## config.mk

```make
export PLATFORM = sky130hd
export DESIGN_NAME = prog_loader
export DESIGN_NICKNAME = d
export VERILOG_FILES = /design/src/rtl/prog_loader.sv
export SDC_FILE = /design/constraint.sdc
export NUM_CORES = 1
export LEC_CHECK = 0
export CORE_MARGIN = 3
export CORE_UTILIZATION = 40
export DETAILED_ROUTE_END_ITERATION = 6
export MAX_ROUTING_LAYER = met4
export PLACE_DENSITY = 0.73
export SLEW_MARGIN = 20
export SYNTH_ARGS = -nofsm -noshare
export SYNTH_HDL_FRONTEND = slang
export SYNTH_SLANG_ARGS = --single-unit
```

## constraint.sdc

```tcl
create_clock -name clk -period 3.1 [get_ports clk]
set_clock_uncertainty 0.2 [all_clocks]
set_input_delay 0.62 -clock clk [delete_from_list [all_inputs] [get_ports clk]]
set_output_delay 0.62 -clock clk [all_outputs]
set_load 0.01 [all_outputs]
```

## src/rtl/prog_loader.sv

```systemverilog
// Streams program bytes into 32-bit little-endian words and writes them to a TCM port.
// Partial last words carry only the valid lanes; a write past the top address aborts with err.
module prog_loader #(
  parameter int MEM_AW = 12
) (
  input  logic              clk,
  input  logic              rst_n,
  input  logic              start,
  input  logic [MEM_AW-1:0] base_addr,
  input  logic [MEM_AW+1:0] byte_len,
  input  logic [7:0]        s_data,
  input  logic              s_valid,
  output logic              s_ready,
  output logic              mem_we,
  output logic [MEM_AW-1:0] mem_addr,
  output logic [31:0]       mem_wdata,
  output logic [3:0]        mem_be,
  input  logic              mem_ack,
  output logic              busy,
  output logic              done,
  output logic              err
);

  typedef enum logic [1:0] {IDLE, COLLECT, WRITE, DONE} stateT;

  localparam logic [MEM_AW+1:0] LEN_ONE  = {{(MEM_AW+1){1'b0}}, 1'b1};
  localparam logic [MEM_AW-1:0] ADDR_ONE = {{(MEM_AW-1){1'b0}}, 1'b1};

  stateT             state, stateNext;
  logic [MEM_AW+1:0] remaining, remainingNext;
  logic [1:0]        laneIdx, laneIdxNext;
  logic [MEM_AW-1:0] addrNext;
  logic [31:0]       wdataNext;
  logic [3:0]        beNext;
  logic              errNext;

  // Every output is a flop; the combinational block only decides what they become next.
  always_ff @(posedge clk) begin
    if (!rst_n) begin
      state     <= IDLE;
      remaining <= '0;
      laneIdx   <= '0;
      mem_addr  <= '0;
      mem_wdata <= '0;
      mem_be    <= '0;
      err       <= 1'b0;
      s_ready   <= 1'b0;
      mem_we    <= 1'b0;
      busy      <= 1'b0;
      done      <= 1'b0;
    end else begin
      state     <= stateNext;
      remaining <= remainingNext;
      laneIdx   <= laneIdxNext;
      mem_addr  <= addrNext;
      mem_wdata <= wdataNext;
      mem_be    <= beNext;
      err       <= errNext;
      s_ready   <= (stateNext == COLLECT);
      mem_we    <= (stateNext == WRITE);
      busy      <= (stateNext != IDLE);
      done      <= (stateNext == DONE);
    end
  end

  always_comb begin
    stateNext     = state;
    remainingNext = remaining;
    laneIdxNext   = laneIdx;
    addrNext      = mem_addr;
    wdataNext     = mem_wdata;
    beNext        = mem_be;
    errNext       = err;

    case (state)
      IDLE: begin
        if (start) begin
          errNext     = 1'b0;
          laneIdxNext = '0;
          wdataNext   = '0;
          beNext      = '0;
          if (byte_len != '0) begin
            addrNext      = base_addr;
            remainingNext = byte_len;
            stateNext     = COLLECT;
          end else begin
            stateNext = DONE;
          end
        end
      end

      COLLECT: begin
        if (s_valid && s_ready) begin
          wdataNext[{laneIdx, 3'b000} +: 8] = s_data;
          beNext[laneIdx]                   = 1'b1;
          laneIdxNext                       = laneIdx + 2'd1;
          remainingNext                     = remaining - LEN_ONE;
          if (laneIdx == 2'd3 || remaining == LEN_ONE) begin
            stateNext = WRITE;
          end
        end
      end

      // The top address is the last one we may write; more data left means overflow.
      WRITE: begin
        if (mem_ack) begin
          wdataNext   = '0;
          beNext      = '0;
          laneIdxNext = '0;
          addrNext    = mem_addr + ADDR_ONE;
          if (remaining == '0) begin
            stateNext = DONE;
          end else if (mem_addr == '1) begin
            errNext   = 1'b1;
            stateNext = DONE;
          end else begin
            stateNext = COLLECT;
          end
        end
      end

      DONE: begin
        stateNext = IDLE;
      end

      default: begin
        stateNext = IDLE;
      end
    endcase
  end

endmodule

```

Yosys cells after proc, flatten, opt, wreduce, memory -nomap -nowiden
Cells that the tools add are included.
{ "totals": {"ff_bits": 71, "in_bits": 39, "output_inout_bits": 53, "elab_cells": 85} }
{ "op_classes": {"add_sub_neg": 4, "magnitude_cmp": 2, "n_eq_ne": 15, "shifts": 2, "muxes": 36, "bitwise": 1, "reduce_logical": 14} }
{ "ops": {"columns": ["cell", "n"], "rows": [
  ["2-to-1 mux 32 bit", 3],
  ["one-hot mux 32 bit (3 select lines)", 1],
  ["2-to-1 mux 14 bit", 3],
  ["2-to-1 mux 12 bit", 3],
  ["bitwise mux 32 bit", 1],
  ["variable shift 8 x 7 -> 32 bit, first input constant", 1],
  ["indexed part select 8 x 7 -> 32 bit", 1],
  ["one-hot mux 14 bit (2 select lines)", 1],
  ["one-hot mux 12 bit (2 select lines)", 1],
  ["2-to-1 mux 2 bit", 10],
  ["== test 14 x 1 -> 1 bit, second input constant", 1],
  ["zero test 14 bit", 1],
  ["nonzero test 14 bit", 1],
  ["subtractor 14 x 1 -> 14 bit, second input constant", 1],
  ["adder 12 x 1 -> 12 bit, second input constant", 1],
  ["== test 12 bit, second input constant", 1],
  ["2-to-1 mux 4 bit", 3],
  ["inequality test 2 bit, second input constant", 6],
  ["one-hot mux 4 bit (3 select lines)", 1],
  ["AND reduction 4 bit", 3],
  ["== test 2 bit, second input constant", 5],
  ["one-hot mux 2 bit (4 select lines)", 1],
  ["negation 5 -> 7 bit", 1],
  ["one-hot mux 2 bit (3 select lines)", 1],
  ["14 further kinds", 22]
]} }

Longest topological paths before layout
Gate-level depths: netlist of the first run.
{ "depth": {"depth_word": 7, "depth_mapped": 7, "mapped_depth_nobuf": 6} }

Worst setup path after synthesis of the first run
No wires, ideal clock.
{ "synth_timing": {"path_type": "input -> register", "startpoint": "input byte_len[10]", "endpoint": "register mem_addr[9]", "setup_ns": 0.058, "arrival_time_ns": 2.228, "required_time_ns": 2.842, "slack_ns": 0.614, "stages": 5, "path_buffers": 1, "cell_sequence": "or4_4 or4_4 o21ai_4 buf_6 o221a_2"} }
{ "synth_between": {"elab_chain_cells": 3} }
{ "synth_lines": {"columns": ["element", "line", "source"], "rows": [
  ["start: declaration", "10", "input logic [MEM_AW+1:0] byte_len,"],
  ["nonzero test 14 bit", "82", "if (byte_len != '0) begin"],
  ["inequality test 2 bit (no line)", null, null],
  ["AND reduction 4 bit (no line)", null, null],
  ["end signal: assignment", "55", "mem_addr <= addrNext;"],
  ["end: declaration", "15", "output logic [MEM_AW-1:0] mem_addr,"]
]} }
Every way passes these cells.
A chain may end at the register's enable or synchronous reset.

Worst setup path after layout of the first run
{ "layout_timing": {"startpoint": "input byte_len[10]", "endpoint": "register mem_addr[0]"} }
Same word-level chain as after synthesis.

==> results of run 1 <==
==> worst paths after layout <==
kind | start | to
setup / recovery | byte_len[10] | mem_addr[0]
hold / removal | mem_wdata[21] | mem_wdata[21]
setup reg to reg | state[0] | mem_wdata[4]
hold reg to reg | mem_wdata[21] | mem_wdata[21]
==> per-layer routing <==
layer	GRT usage	share of wire
met1	0.292	0.44
met4	0.0787	0.018
met5	-	0
met3	0.0386	0.068
met2	0.348	0.48
==> power by group through the flow <==
| stage | Sequential (uW) | Combinational [uW] | Clock [uW] |
|---|---|---|---|
| 2_1_floorplan | 1010 | 266 | 0 |
| 3_3_place_gp | 1020 | 434 | 0 |
| 3_5_place_dp | 1020 | 440 | 0 |
| 4_1_cts | 1000 | 443 | 699 |
| 5_1_grt | 1010 | 485 | 730 |
| 6_report | 1000 | 446 | 689 |
==> layout by cell type, fill, tap and decap left out, drive strengths merged, types with 5 or more instances in the layout <==
| master | n |
|---|---|
| a32o | 5 |
| clkdlybuf4s50 | 91 |
| nand3 | 42 |
| or4 | 9 |
| and2 | 8 |
| o22ai | 9 |
| nor3 | 11 |
| nor4 | 8 |
| buf | 19 |
| a21oi | 42 |
| inv | 17 |
| nor2 | 32 |
| ha | 8 |
| a31oi | 7 |
| nand2 | 54 |
| o32a | 5 |
| clkbuf | 10 |
| dfxtp | 71 |
| o21ai | 14 |
| o32ai | 11 |
| o221a | 6 |
| a221oi | 10 |
==> kinds of logic after synthesis <==
| family | after synthesis | share of synthesized area |
|---|---|---|
| simple gates | 193 | 0.259 |
| compound gates | 139 | 0.275 |
| flops | 71 | 0.380 |
| buf+inv | 48 | 0.0509 |
| fa+ha+maj | 8 | 0.0268 |
| mux | 3 | 0.00837 |
==> per-stage QoR <==
| stage | cell area (um2) | total power [uW] | setup TNS [ns] | setup WS (ns) |
|---|---|---|---|---|
| floorplan | 3740 | 1280 | 0 | 0.614 |
| global placement | 4800 | 1450 | 0 | 0.0450 |
| detailed placement | 4800 | 1460 | -0.00831 | -0.00831 |
| CTS | 4980 | 2140 | 0 | 0.349 |
| global route | 4980 | 2220 | 0 | 0.299 |
| finish | 4980 | 2140 | 0 | 0.341 |
==> final cells by class <==
type | count | area [um2] | share of cell area
tap | 108 | 135 | 0.0271
clock inverter | 6 | 45.0 | 0.00904
timing repair buffer | 110 | 1050 | 0.212
inverter | 17 | 63.8 | 0.0128
sequential | 71 | 1420 | 0.285
multi-input combinational | 343 | 2120 | 0.427
clock buffer | 10 | 138 | 0.0276
==> worst reg2reg max path: stages, from the launching register on <==
cell	delay (ns)
dfxtp_1	0.66
o21bai_1	0.31
o32ai_1	0.84
nand3_1	0.18
a21oi_1	0.20
==> registers in the layout, summed over array words and instances, names as in the netlist <==
name       flops
busy           1
done           1
err            1
laneIdx        2
mem_addr      12
mem_be         4
mem_wdata     32
mem_we         1
remaining     14
s_ready        1
state          2
==> out/results.ini, run 1 <==
[routing]
vias_per_cell = 6.02
dr.pass1.iters = 5
drtIter0Drc = 343
vias = 4005
wire_per_inst_um = 17.3
drt-total-wl_mm = 11.5
drc_errors = 0
antenna_violating_nets_post_route = 0

[timing]
hold_viol = 0
whs_ns = 0.254
period_share = 0.890
timing.slew.headroom = 0.371
fmax_ghz = 0.362
rsz0062_at_grt = no
setup_viol = 0
worst_slew_pin_slew_ns = 0.940
period_needed_ns = 2.76
finalMaxSlewViolations = 0

[setup_path]
crit_fanout = 12
critPathKind = input port to register
crit_top_cell = or4_4
cp_top_family = simple AND/OR/NAND/NOR gates
path_cells = clkdlybuf4s50_1 > or4_4 > or4_4 > o21ai_4 > o221a_2
cp_slowest_cell = or4_4
crit_cells = 5
start_kind = input port
end_kind = register
r2r_slack_ns = 0.66
slowest_delay_ns = 0.58
crit_arrival_ns = 2.85
reg2reg_depth = 4
crit_buf_inv = 1
worst-endpoint-required_ns = 3.19

[place]
dp_cells = 649
io_buffers = 91
place_hpwl_mm = 8.29
gp_congestion = 0.875

[global_route]
overflow = 0
antenna_found_initial = 0
grt_util_all_layers = 0.223
grt_max_degree = 29
grt_pass1_vias = 3759
grt_pass1_wl_mm = 18.3

[floorplan]
chipWidth_um = 103
io_pins = 92
die_h_um = 103
dieArea_mm2 = 0.0105
fp.coreArea_mm2 = 0.00889
num_rows = 34
start_util = 0.420

[clock_tree]
clkTransAtPathRegs_ns = 0.08
clk_latency_ns = 0.35
htreeDepth = 3
cts_tree = built
cts_num_sinks = 71
postCtsResizedCells = 0
cts_root_buf = clkbuf_8
post_cts_buffers = 0
hold_buffers = 0
cts_buffers = 9
cts_buffer_depth = 2

[logic_synthesis]
syn_area_mm2 = 0.00374
synth_nets = 509
synth-main-ff-cell = dfxtp_1
yosys_register_bits = 71
avgSynthCellArea_um2 = 8.09
synth.largest_area_cell = dfxtp_1
synthCells = 462
synth_edf_count = 0
async_flop_share = 0
synth_top_area_share = 0.380
seq_area_frac_synth = 0.380
ys_types = 55
yosys.cell_count.top_type = dfxtp_1
synth_area_leaders = dfxtp_1 38%, a21oi_1 5.6%, nand3_1 5.6%
yosys-top-cells-count = 71 x dfxtp_1, 54 x nand2_1, 42 x a21oi_1, 42 x nand3_1, 32 x nor2_1
yosys_warnings = 0

[min_path]
worstHoldPathCells = 2
hp-class = register to register

[pwr]
intPower_uw = 1470
p_sw_uw = 669
pwr_density_cell_mw_per_mm2 = 429
power_leakage_uw = 0.00172
p_comb_frac = 0.209
sw_frac_of_total = 0.313
seqPwrFrac = 0.469
p_clk_frac = 0.323
irDropWorstVdd_mv = 0.243

[cells_and_area]
fin_util = 0.560
fin_nets = 599
diodes = 0
drive_gt1_frac = 0.0987
fillCellCount = 819
finalNonFillerCells = 665
area_growth_pct = 33.3

[flow_run]
drv_cap = 0

[run_status]
status = complete, no violations

(Power assumes the default switching activity.)
==> inputs of run 2 (changes only) <==
--- a/config.mk
+++ b/config.mk
@@ -8,8 +8,9 @@
 export CORE_MARGIN = 3
 export CORE_UTILIZATION = 40
 export DETAILED_ROUTE_END_ITERATION = 6
+export DONT_BUFFER_PORTS = 1
 export MAX_ROUTING_LAYER = met4
-export PLACE_DENSITY = 0.73
+export PLACE_DENSITY = 0.6
 export SLEW_MARGIN = 20
 export SYNTH_ARGS = -nofsm -noshare
 export SYNTH_HDL_FRONTEND = slang
==> out/results.ini, run 2 (synthesis gave the netlist of run 1 again) <==
[setup_path]
crit_arrival_ns = 2.43
critPathKind = input port to register
worst-endpoint-required_ns = 3.20
start_kind = input port
crit_fanout = 12
slowest_delay_ns = 0.66
cp_slowest_cell = or4_1
path_cells = or4_1 > or4_4 > o21ai_4 > o221a_2
end_kind = register

[timing]
finalMaxSlewViolations = 0
fmax_ghz = 0.429
worst_slew_pin_slew_ns = 0.897
setup-tns-final_ns = 0
hold_viol = 0
timing.slew.headroom = 0.400
setup_viol = 0
period_share = 0.752
rsz0062_at_grt = no
period_needed_ns = 2.33

[cells_and_area]
top_regs = mem_wdata (32), remaining (14), mem_addr (12)
largest-register = mem_wdata
diodes = 0
area_growth_pct = 8.54
drive_gt1_frac = 0.108
fin_nets = 504
multi_input_area_mm2 = 0.00212
fillCellCount = 862
final_common_cell = dfxtp_1
layout_common_cells = 71 x dfxtp_1, 54 x nand2_1, 42 x nand3_1, 42 x a21oi_1, 32 x nor2_1
seqCellArea_mm2 = 0.00142
largest_reg_flops = 32

[clock_tree]
cts_root_buf = clkbuf_8
clk_latency_ns = 0.35
hold_buffers = 0
htreeDepth = 3
postCtsResizedCells = 0
clkTransAtPathRegs_ns = 0.08
cts_num_sinks = 71
cts_tree = built
cts_buffers = 9
post_cts_buffers = 0
cts_buffer_depth = 2

[min_path]
hp-class = input port to register

[global_route]
grt_max_degree = 30
overflow = 0
grt_busiest_layer = met2
grt_use_met1 = 0.300
met3_usage = 0.0528
antenna_found_initial = 0
grt_pass1_wl_mm = 17.5
use_met2 = 0.301
grt_pass1_vias = 3273
grt_util_all_layers = 0.216

[routing]
dr.pass1.iters = 5
wire_per_inst_um = 19.4
drtIter0Drc = 276
antenna_violating_nets_post_route = 0
drt-total-wl_mm = 11.1
vias = 3621
vias_per_cell = 6.35
drc_errors = 0

[pwr]
p_total_uw = 2100
irDropWorstVdd_mv = 0.190
pwr_density_cell_mw_per_mm2 = 517
power_leakage_uw = 0.00137

[floorplan]
start_util = 0.420
dieArea_mm2 = 0.0105
fp.coreArea_mm2 = 0.00889
io_pins = 92
chipWidth_um = 103
die_h_um = 103
num_rows = 34

[run_status]
status = complete, no violations

[place]
io_buffers = 0
gp_congestion = 0.905
place_hpwl_mm = 7.81

[flow_run]
drv_cap = 0

==> run 2: metal layers <==
metal  vias to the layer above  wire length, um
li1                       1736                -
met1                      1713             5030
met2                       156             4850
met3                        16             1000
met4                         0              175
met5                         -                0
==> run 2: path summary, 6_finish.rpt <==
kind,end,cells after the start,slack (ns),startpoint
hold / removal,mem_addr[6],1,0.21,rst_n
setup reg to reg,mem_we,5,0.81,mem_addr[0]
setup / recovery,mem_addr[11],4,0.77,byte_len[3]
hold reg to reg,mem_wdata[29],2,0.30,mem_wdata[29]
==> run 2: power by group <==
part	total (uW)	internal, uW	switching [uW]
combinational	334	130	204
sequential	1010	950	61.9
clock	751	376	375
total	2100	1460	641
==> run 2: worst max-delay path: cells and delay by family <==
family | cells | cell delay (ns)
AO/OA/AOI/OAI | 2 | 0.64
AND/OR/NAND/NOR | 2 | 1.16
==> run 2: final cells by class <==
class                           instances  area share
Inverter                               17      0.0157
Clock inverter                          6      0.0173
Multi-Input combinational cell        343       0.524
Sequential cell                        71       0.351
Timing Repair Buffer                   15      0.0278
Tap cell                              108      0.0333
Clock buffer                           10      0.0315
==> run 2: per-stage QoR <==
| step | utilization | instance area, um2 | std cells | hold slack [ns] | worst slack (ns) |
|---|---|---|---|---|---|
| floorplan | - | 3740 | 462 | 0.266 | 0.614 |
| global placement | 0.434 | 3860 | 554 | 0.280 | 0.462 |
| detailed placement | 0.434 | 3860 | 554 | 0.294 | 0.422 |
| CTS | 0.456 | 4060 | 570 | 0.191 | 0.795 |
| global route | 0.456 | 4060 | 570 | 0.190 | 0.611 |
| finish | 0.456 | 4060 | 570 | 0.211 | 0.770 |
